===== config.mk =====
export PLATFORM = sky130hd
export DESIGN_NAME = div_seq
export DESIGN_NICKNAME = d
export VERILOG_FILES = /design/src/rtl/div_pkg.sv /design/src/rtl/div_step.sv /design/src/rtl/div_seq.sv
export SDC_FILE = /design/constraint.sdc
export NUM_CORES = 1
export LEC_CHECK = 0
export ABC_AREA = 0
export CORE_MARGIN = 2
export CORE_UTILIZATION = 45
export DETAILED_ROUTE_END_ITERATION = 8
export GPL_TIMING_DRIVEN = 0
export PLACE_DENSITY = 0.79
export SLEW_MARGIN = 30
export SYNTH_ARGS = -nofsm -noshare
export SYNTH_HDL_FRONTEND = slang
export SYNTH_HIERARCHICAL = 1
export SYNTH_SLANG_ARGS = --single-unit

===== constraint.sdc =====
create_clock -name clk -period 6.1 [get_ports clk]
set_input_delay 1.83 -clock clk [delete_from_list [all_inputs] [get_ports clk]]
set_output_delay 1.83 -clock clk [all_outputs]
set_load 0.02 [all_outputs]

===== src/rtl/div_pkg.sv =====
// Shared types and constants for the sequential restoring divider.
package div_pkg;

  localparam int DIV_W = 32;
  localparam int CNT_W = 5;

  localparam logic [DIV_W-1:0] DIV0_Q  = 32'hFFFFFFFF;
  localparam logic [DIV_W-1:0] INT_MIN = 32'h80000000;

  typedef enum logic [1:0] {
    IDLE = 2'd0,
    RUN  = 2'd1,
    FIN  = 2'd2
  } div_state_e;

  // Magnitude of a two's complement value; INT_MIN maps onto itself, which reads correctly as unsigned.
  function automatic logic [DIV_W-1:0] mag(input logic [DIV_W-1:0] v, input logic take);
    return (take && ((v & INT_MIN) != '0)) ? -v : v;
  endfunction

endpackage


===== src/rtl/div_step.sv =====
// One restoring-division iteration: shift in the next dividend bit, trial-subtract the divisor.
module div_step
  import div_pkg::*;
(
  input  logic [DIV_W-1:0] rem_i,
  input  logic             dvd_msb_i,
  input  logic [DIV_W-1:0] dvs_i,
  output logic [DIV_W-1:0] rem_o,
  output logic             q_bit_o
);

  logic [DIV_W:0] shifted;
  logic [DIV_W:0] trial;

  // The partial remainder stays below the divisor, so the shifted value fits in 33 bits and
  // bit 32 of the trial difference is a true sign bit.
  always_comb begin
    shifted = {1'b0, rem_i} << 1;
    shifted[0] = dvd_msb_i;
    trial   = shifted - {1'b0, dvs_i};
    q_bit_o = ~trial[DIV_W];
    rem_o   = q_bit_o ? trial[DIV_W-1:0] : shifted[DIV_W-1:0];
  end

endmodule


===== src/rtl/div_seq.sv =====
// 32-bit signed/unsigned restoring divider, one quotient bit per clock, fixed 33-cycle latency.
module div_seq
  import div_pkg::*;
#(
  parameter int W = DIV_W
) (
  input  logic         clk,
  input  logic         rst,
  input  logic         start,
  input  logic         sgn,
  input  logic [W-1:0] A,
  input  logic [W-1:0] B,
  output logic [W-1:0] Q,
  output logic [W-1:0] R,
  output logic         busy,
  output logic         done,
  output logic         div_zero,
  output logic [1:0]   dbg_state
);

  // Handshake: start is taken only while busy=0; done pulses for exactly one cycle when Q/R/div_zero
  // update, and the unit is idle (ready for start) during that same cycle.
  localparam logic [CNT_W-1:0] LAST_CNT = CNT_W'(W - 1);

  div_state_e state_q, state_d;
  logic [CNT_W-1:0] cnt_q, cnt_d;
  logic [W-1:0] rem_q, rem_d;
  logic [W-1:0] dvd_q, dvd_d;
  logic [W-1:0] dvs_q, dvs_d;
  logic neg_quo_q, neg_quo_d;
  logic neg_rem_q, neg_rem_d;
  logic [W-1:0] quo_q, quo_d;
  logic [W-1:0] res_r_q, res_r_d;
  logic done_q, done_d;
  logic dz_q, dz_d;

  logic [W-1:0] step_rem;
  logic         step_bit;

  div_step u_step (
    .rem_i     (rem_q),
    .dvd_msb_i (dvd_q[W-1]),
    .dvs_i     (dvs_q),
    .rem_o     (step_rem),
    .q_bit_o   (step_bit)
  );

  always_ff @(posedge clk) begin
    if (rst) begin
      state_q   <= IDLE;
      cnt_q     <= '0;
      rem_q     <= '0;
      dvd_q     <= '0;
      dvs_q     <= '0;
      neg_quo_q <= 1'b0;
      neg_rem_q <= 1'b0;
      quo_q     <= '0;
      res_r_q   <= '0;
      done_q    <= 1'b0;
      dz_q      <= 1'b0;
    end else begin
      state_q   <= state_d;
      cnt_q     <= cnt_d;
      rem_q     <= rem_d;
      dvd_q     <= dvd_d;
      dvs_q     <= dvs_d;
      neg_quo_q <= neg_quo_d;
      neg_rem_q <= neg_rem_d;
      quo_q     <= quo_d;
      res_r_q   <= res_r_d;
      done_q    <= done_d;
      dz_q      <= dz_d;
    end
  end

  always_comb begin
    state_d   = state_q;
    cnt_d     = cnt_q;
    rem_d     = rem_q;
    dvd_d     = dvd_q;
    dvs_d     = dvs_q;
    neg_quo_d = neg_quo_q;
    neg_rem_d = neg_rem_q;
    quo_d     = quo_q;
    res_r_d   = res_r_q;
    done_d    = 1'b0;
    dz_d      = dz_q;
    case (state_q)
      IDLE: begin
        if (start) begin
          if (B == '0) begin
            // Divide-by-zero answers in one cycle without entering RUN.
            quo_d   = DIV0_Q;
            res_r_d = A;
            dz_d    = 1'b1;
            done_d  = 1'b1;
          end else begin
            dvd_d     = mag(A, sgn);
            dvs_d     = mag(B, sgn);
            neg_quo_d = sgn & (A[W-1] ^ B[W-1]);
            neg_rem_d = sgn & A[W-1];
            rem_d     = '0;
            cnt_d     = '0;
            state_d   = RUN;
          end
        end
      end
      RUN: begin
        rem_d = step_rem;
        dvd_d = {dvd_q[W-2:0], step_bit};
        cnt_d = cnt_q + 1'b1;
        if (cnt_q == LAST_CNT) state_d = FIN;
      end
      FIN: begin
        quo_d   = neg_quo_q ? -dvd_q : dvd_q;
        res_r_d = neg_rem_q ? -rem_q : rem_q;
        dz_d    = 1'b0;
        done_d  = 1'b1;
        state_d = IDLE;
      end
      default: state_d = IDLE;
    endcase
  end

  assign Q         = quo_q;
  assign R         = res_r_q;
  assign busy      = (state_q != IDLE);
  assign done      = done_q;
  assign div_zero  = dz_q;
  assign dbg_state = state_q;

endmodule


Word-level counts from Yosys, hierarchy flattened

Index checks and enable logic that the tools add are counted.

$add $sub $neg: 6
Eq/ne operators: 7
Multiplexer cells: 30
Bitwise operators: 5
Reductions and logical operators: 11

Operators with widths:

| cell                                                            | number |
|---|---|
| 32-bit 2-to-1 mux                                               | 13 |
| 32-bit one-hot mux with 2 select lines                          | 4 |
| 32-bit negation                                                 | 4 |
| 33-bit by 32-bit subtractor with 33-bit output                  | 1 |
| 32-bit zero test                                                | 1 |
| 3-bit AND reduction                                             | 4 |
| 5-bit 2-to-1 mux                                                | 2 |
| 5-bit one-hot mux with 2 select lines                           | 1 |
| 2-bit inequality test, second input constant                    | 4 |
| 2-bit 2-to-1 mux                                                | 3 |
| 2-bit nonzero test                                              | 3 |
| 5-bit by 1-bit adder with 5-bit output, second input constant   | 1 |
| 5-bit == test, second input constant                            | 1 |
| 1-bit 2-to-1 mux                                                | 4 |
| 1-bit one-hot mux with 2 select lines                           | 2 |
| 2-bit one-hot mux with 2 select lines                           | 1 |
| 1-bit bitwise AND                                               | 2 |
| 2-bit by 1-bit == test with 1-bit output, second input constant | 1 |
| 2-bit == test, second input constant                            | 1 |
| 1-bit logical AND                                               | 2 |
| 2-bit zero test                                                 | 1 |
| 1-bit NOT                                                       | 2 |
| 1-bit bitwise XOR                                               | 1 |

Register bits after elaboration: 171
Bits of input ports: 68
Output and inout port bits: 69
Logic and storage cells: 70

Longest topological paths before layout

Depth in word-level cells: 5
Mapped depth: 16

Modules after synthesis

The synthesis kept the hierarchy.

Modules (own cells, without submodules):

| module   | times used | cells an instance | area an instance (um^2) | sequential area each (um^2) |
|---|---|---|---|---|
| div_seq  | 1          | 1062              | 8873.5                  | 3423.3 |
| div_step | 1          | 305               | 2358.5                  | 0.0 |

Worst setup path before layout

OpenSTA, ideal clock, no wires.

Kind: in2reg
Start: in B[20]
End: reg res_r_q[29], in the netlist R[29]
Arrival: 3.937 ns
Setup slack: 2.103 ns
Cell stages on the path: 6
Buffers on the path: 0
Cell sequence: or4_4 or4_4 o31ai_4 nand2_1 a2111oi_0 a31o_1

Longest elaborated chain between the ends: 3

RTL lines:

| element                         | line          | RTL |
|---|---|---|
| start, declared                 | div_seq.sv:12 | `input logic [W-1:0] B,` |
| 32-bit zero test                | div_seq.sv:91 | `if (B == '0) begin` |
| 2-bit inequality test (no line) | n/a           |  |
| 3-bit AND reduction (no line)   | n/a           |  |
| end signal, assigned            | div_seq.sv:70 | `res_r_q <= res_r_d;` |
| end, declared                   | div_seq.sv:33 | `logic [W-1:0] res_r_q, res_r_d;` |

Every way passes these cells.
A chain may end at the register's enable or synchronous reset.

Worst setup path after layout

Start: in B[0]
End: reg dvs_q[0]

Longest elaborated chain between the ends: 3
Elaborated cells on any way between the ends: 5
Classes of those cells: add/sub (1); mux (1); bitwise (1); reduce/logical (2)

RTL lines:

| element                                                                 | line          | RTL |
|---|---|---|
| parallel branches: the longest is 3 deep, another holds 32-bit negation | n/a           |  |
| end signal, assigned                                                    | div_seq.sv:66 | `dvs_q <= dvs_d;` |
| end, declared                                                           | div_seq.sv:29 | `logic [W-1:0] dvs_q, dvs_d;` |

Several ways; the timed one is not identified.

==> metrics.md <==
| Metric | Value |
|---|---|
| Cts bufs inserted | 17 |
| # setup viols final | 0 |
| Layout cells sized above 1 | 6.915% |
| Worst Hold Depth | 2 |
| Worst Setup End Kind | register |
| Crit Path Max Fanout | 10 |
| Worst VDD drop | around 0.24 mV |
| Highest clock rate | between 150 and 200 MHz |
| Worst-path clk slew | 0.07 ns |
| Sw Share | 42.00% |
| Gates resized, CTS repair | 0 |
| Critical path data required time | between 6 and 7 ns |
| Transition time of the tightest slew-check pin | about 1.1 ns |
| Buf/Inv on CP | 5 |
| Placement Setup Slack | between 0.2 and 0.3 ns |
| First-pass GRT wire length | between 50 and 60 mm |
| CP top delay family | buffers and inverters |
| Sequential-to-total area share from yosys stat | 30.48% |
| Net Count, Synth | 1474 |
| Logic gate share of total power | a little under three fifths |
| Residual DRC count | 0 |
| Setup Total Neg Slack | 0 ns |
| # IOs | approximately 140 |
| Post-CTS setup buffer count | 0 |
| Gr usage total | between 20 and 30% |
| Site Rows | 57 |
| Layout Area Growth over Synthesis | 21.01% |
| Unique cell type count in the Yosys netlist | 90 |
| CTS H-tree depth | 4 |
| Tmin final | roughly 5.5 ns |
| Diode count | 0 |
| CP cell instances | clkdlybuf4s50_1, inv_1, ha_1, nor4b_1, and4b_1, clkbuf_1, a31oi_1, clkbuf_1, clkbuf_1, nand2_1, a21oi_1 |
| Synthesis-stage register bit count | about 170 |
| Initial antenna violation count | 0 |
| HPWL after DPL | approximately 31 mm |
| Outcome | completed |
| # nets final | about 1600 |
| Core area | 24390 um2 |
| WS Path Type | in -> reg |
| Slew Limit Fails | 0 |
| Switching power | between 2 and 2.5 mW |
| Sink Count | around 170 |
| EDFF count, synth | 0 |
| Arr. time, crit path | ~5.8 ns |
| CTS max path bufs | 2 |
| Hold Path Origin | R[2]$_SDFFE_PP0P_ |
| Placer Congestion | ~1.0 |
| Die area | 26240 um2 |
| Initial core utilization | a little under half |
| Syn avg cell area | between 8 and 9 um2 |
| Vias in the first global route | between 10000 and 15000 |
| Hold WC Path Type | reg -> reg |
| Total wire length | 39.80 mm |
| Unrepaired setup endpoints after global routing | no |
| Total number of vias | roughly 12000 |
| Grt total ovfl | 0 |
| Synth warnings | 6 |
| Cts-stage hold buffer count | 0 |
| Most common cell after layout, fill and taps aside | dfxtp_1 |
| Slew Limit Headroom | about 25% |
| Seq pwr share | approximately a quarter |
| Mapped Area | 11230 um2 |
| Period utilization | 89.58% |
| Final WS setup | between 0.6 and 0.7 ns |
| Router iterations before antenna repair | 8 |
| Critical Path Start | B[0] |
| CP startpoint kind | input port |
| Root buffer cell | clkbuf_16 |
| Clock power frac | 19.5% |
| Skew-Pair Late Insertion Delay | 0.45 ns |
| Leakage | between 5 and 6 nW |
| CP Depth | 11 |
| Mapped Cells | 1367 |
| Die Ht | between 150 and 200 um |
| CP max-delay cell | a31oi_1 |
| Drt initial violations | roughly 1300 |
| I/O Buffers | ~130 |
| Max incr delay on CP | 0.81 ns |
| Vias/cell | 6.244 |
| WL/cell | 21.43 um |
| Max cap viols | 0 |
| Ys async rst share | 0% |
| Commonest cells after routing, fill and taps aside | dfxtp_1, clkdlybuf4s50_1, nor2_1, a21oi_1, nand2_1 |
| Pin count of the biggest net entering global routing | 20 |
| Int Power | roughly 3.3 mW |
| Ys flop type | dfxtp_1 |
| FILL cells | roughly 2300 |
| Hold Fails Final Rpt | 0 |
| Clock Skew | between 0.01 and 0.015 ns |
| Worst R2R Start | dvd_q[31]$_SDFFE_PP0P_ |
| Reg2reg path depth | 16 |
| Cell Pwr Density | between 400 and 500 nW/um2 |
| CTS tree | built |
| Final antenna-violating net count | 0 |
| Die width | between 150 and 200 um |
| CP most frequent cell | clkbuf_1 |
==> cell families after synthesis <==
kind of cell | Yosys count | share of synthesized area [%]
DFF | 171 | 30.48
xor gates and xnor gates | 138 | 10.76
muxes | 29 | 3.598
buffers and inverters | 146 | 5.815
adders and majority gates | 39 | 4.411
and+or+nand+nor | 374 | 16.38
AOI/OAI and AO/OA | 470 | 28.56
==> worst min-delay path, delay by kind of cell, from the launching register on <==
kind | cells | cell delay (ns)
flops | 1 | 0.31
simple gates | 1 | 0.05
compound gates | 1 | 0.05
==> Yosys cell counts (4+ instances only) <==
master     instances  area, um2
nand3_1           28      140.1
and2_1             5      31.28
o211ai_1          13      97.59
a41oi_1            4      35.03
nand2b_1           6      37.54
nor2_1           106      397.9
o41ai_1           20      175.2
o31ai_1           29      217.7
a21oi_1           99      495.5
o21a_1            10      75.07
o221a_2            6      67.56
xnor2_1           69      604.3
a211oi_1          30      225.2
a22oi_1           32      240.2
nor2b_1            7      43.79
and3_1             9      56.30
nor4_1            17      106.4
o21bai_1           4      30.03
mux2_2             5      56.30
a31oi_1           21      131.4
o21ai_0           90      450.4
dfxtp_1          171       3423
buf_2              7      35.03
buf_1              6      22.52
or2_2              5      31.28
ha_1              38      475.5
or4_1             11      82.58
inv_1             55      206.5
o221ai_1           4      35.03
a22o_1            34      297.8
nor3_1            34      170.2
o22ai_1           12      75.07
clkbuf_1          67      251.5
nand2_1           96      360.4
nand4b_1           4      35.03
xor2_1            69      604.3
nand4_1           11      68.82
a222oi_1           5      50.05
o2111ai_1          6      52.55
mux2_4            19      285.3
or3_1             12      75.07
mux2i_1            4      40.04
a21o_1            19      142.6
==> per-stage QoR <==
stage	instances	util [%]	hold slack, ns	total power, mW	cell area [um2]
floorplan	1367	-	0.4400	3.838	11230
global placement	1825	53.21	0.4483	4.419	12980
detailed placement	1825	53.26	0.4554	4.473	12990
CTS	1857	55.70	0.4658	5.581	13590
global route	1857	55.72	0.4860	5.944	13590
finish	1857	55.72	0.4651	5.650	13590
==> sequential cells by signal (all words and copies together), names as in the netlist <==
register   count
cnt_q          5
Q             32
dvd_q         32
div_zero       1
neg_rem_q      1
R             32
dvs_q         32
dbg_state      2
neg_quo_q      1
done           1
rem_q         32
==> power by group through the flow <==
stage	sequential (mW)	clock, mW	combinational, mW
floorplan	1.34	0	2.49
global placement	1.40	0	3.02
detailed placement	1.40	0	3.07
CTS	1.38	1.10	3.10
global route	1.40	1.14	3.40
finish	1.39	1.10	3.16
==> final timing paths <==
check / end / slack, ns
worst max-delay path: dvs_q[0]$_SDFFE_PP0P_ / 0.64
worst min-delay path: R[2]$_SDFFE_PP0P_ / 0.47
worst max register to register: rem_q[16]$_SDFFE_PP0P_ / 1.83
worst min register to register: R[2]$_SDFFE_PP0P_ / 0.47
==> routing by layer <==
| metal | routed length [um] | up-vias | track usage, % |
|---|---|---|---|
| li1 | - | 5399 | - |
| met1 | 15790 | 5394 | 36.11 |
| met2 | 17980 | 659 | 48.96 |
| met3 | 3598 | 143 | 5.822 |
| met4 | 2434 | 0 | 17.30 |
| met5 | 0 | - | 0 |
==> cell type report <==
class	count	area [um2]	share of cell area, %
plain buffers	90	435.4	3.204
clock buffers	17	425.4	3.130
clock inverters	15	168.9	1.243
inverters	56	217.7	1.602
multi-input cells	1050	7174	52.78
flip-flops and latches	171	3423	25.19
well taps	324	405.4	2.983
repair buffers	134	1341	9.868
(Power assumes the default switching activity.)
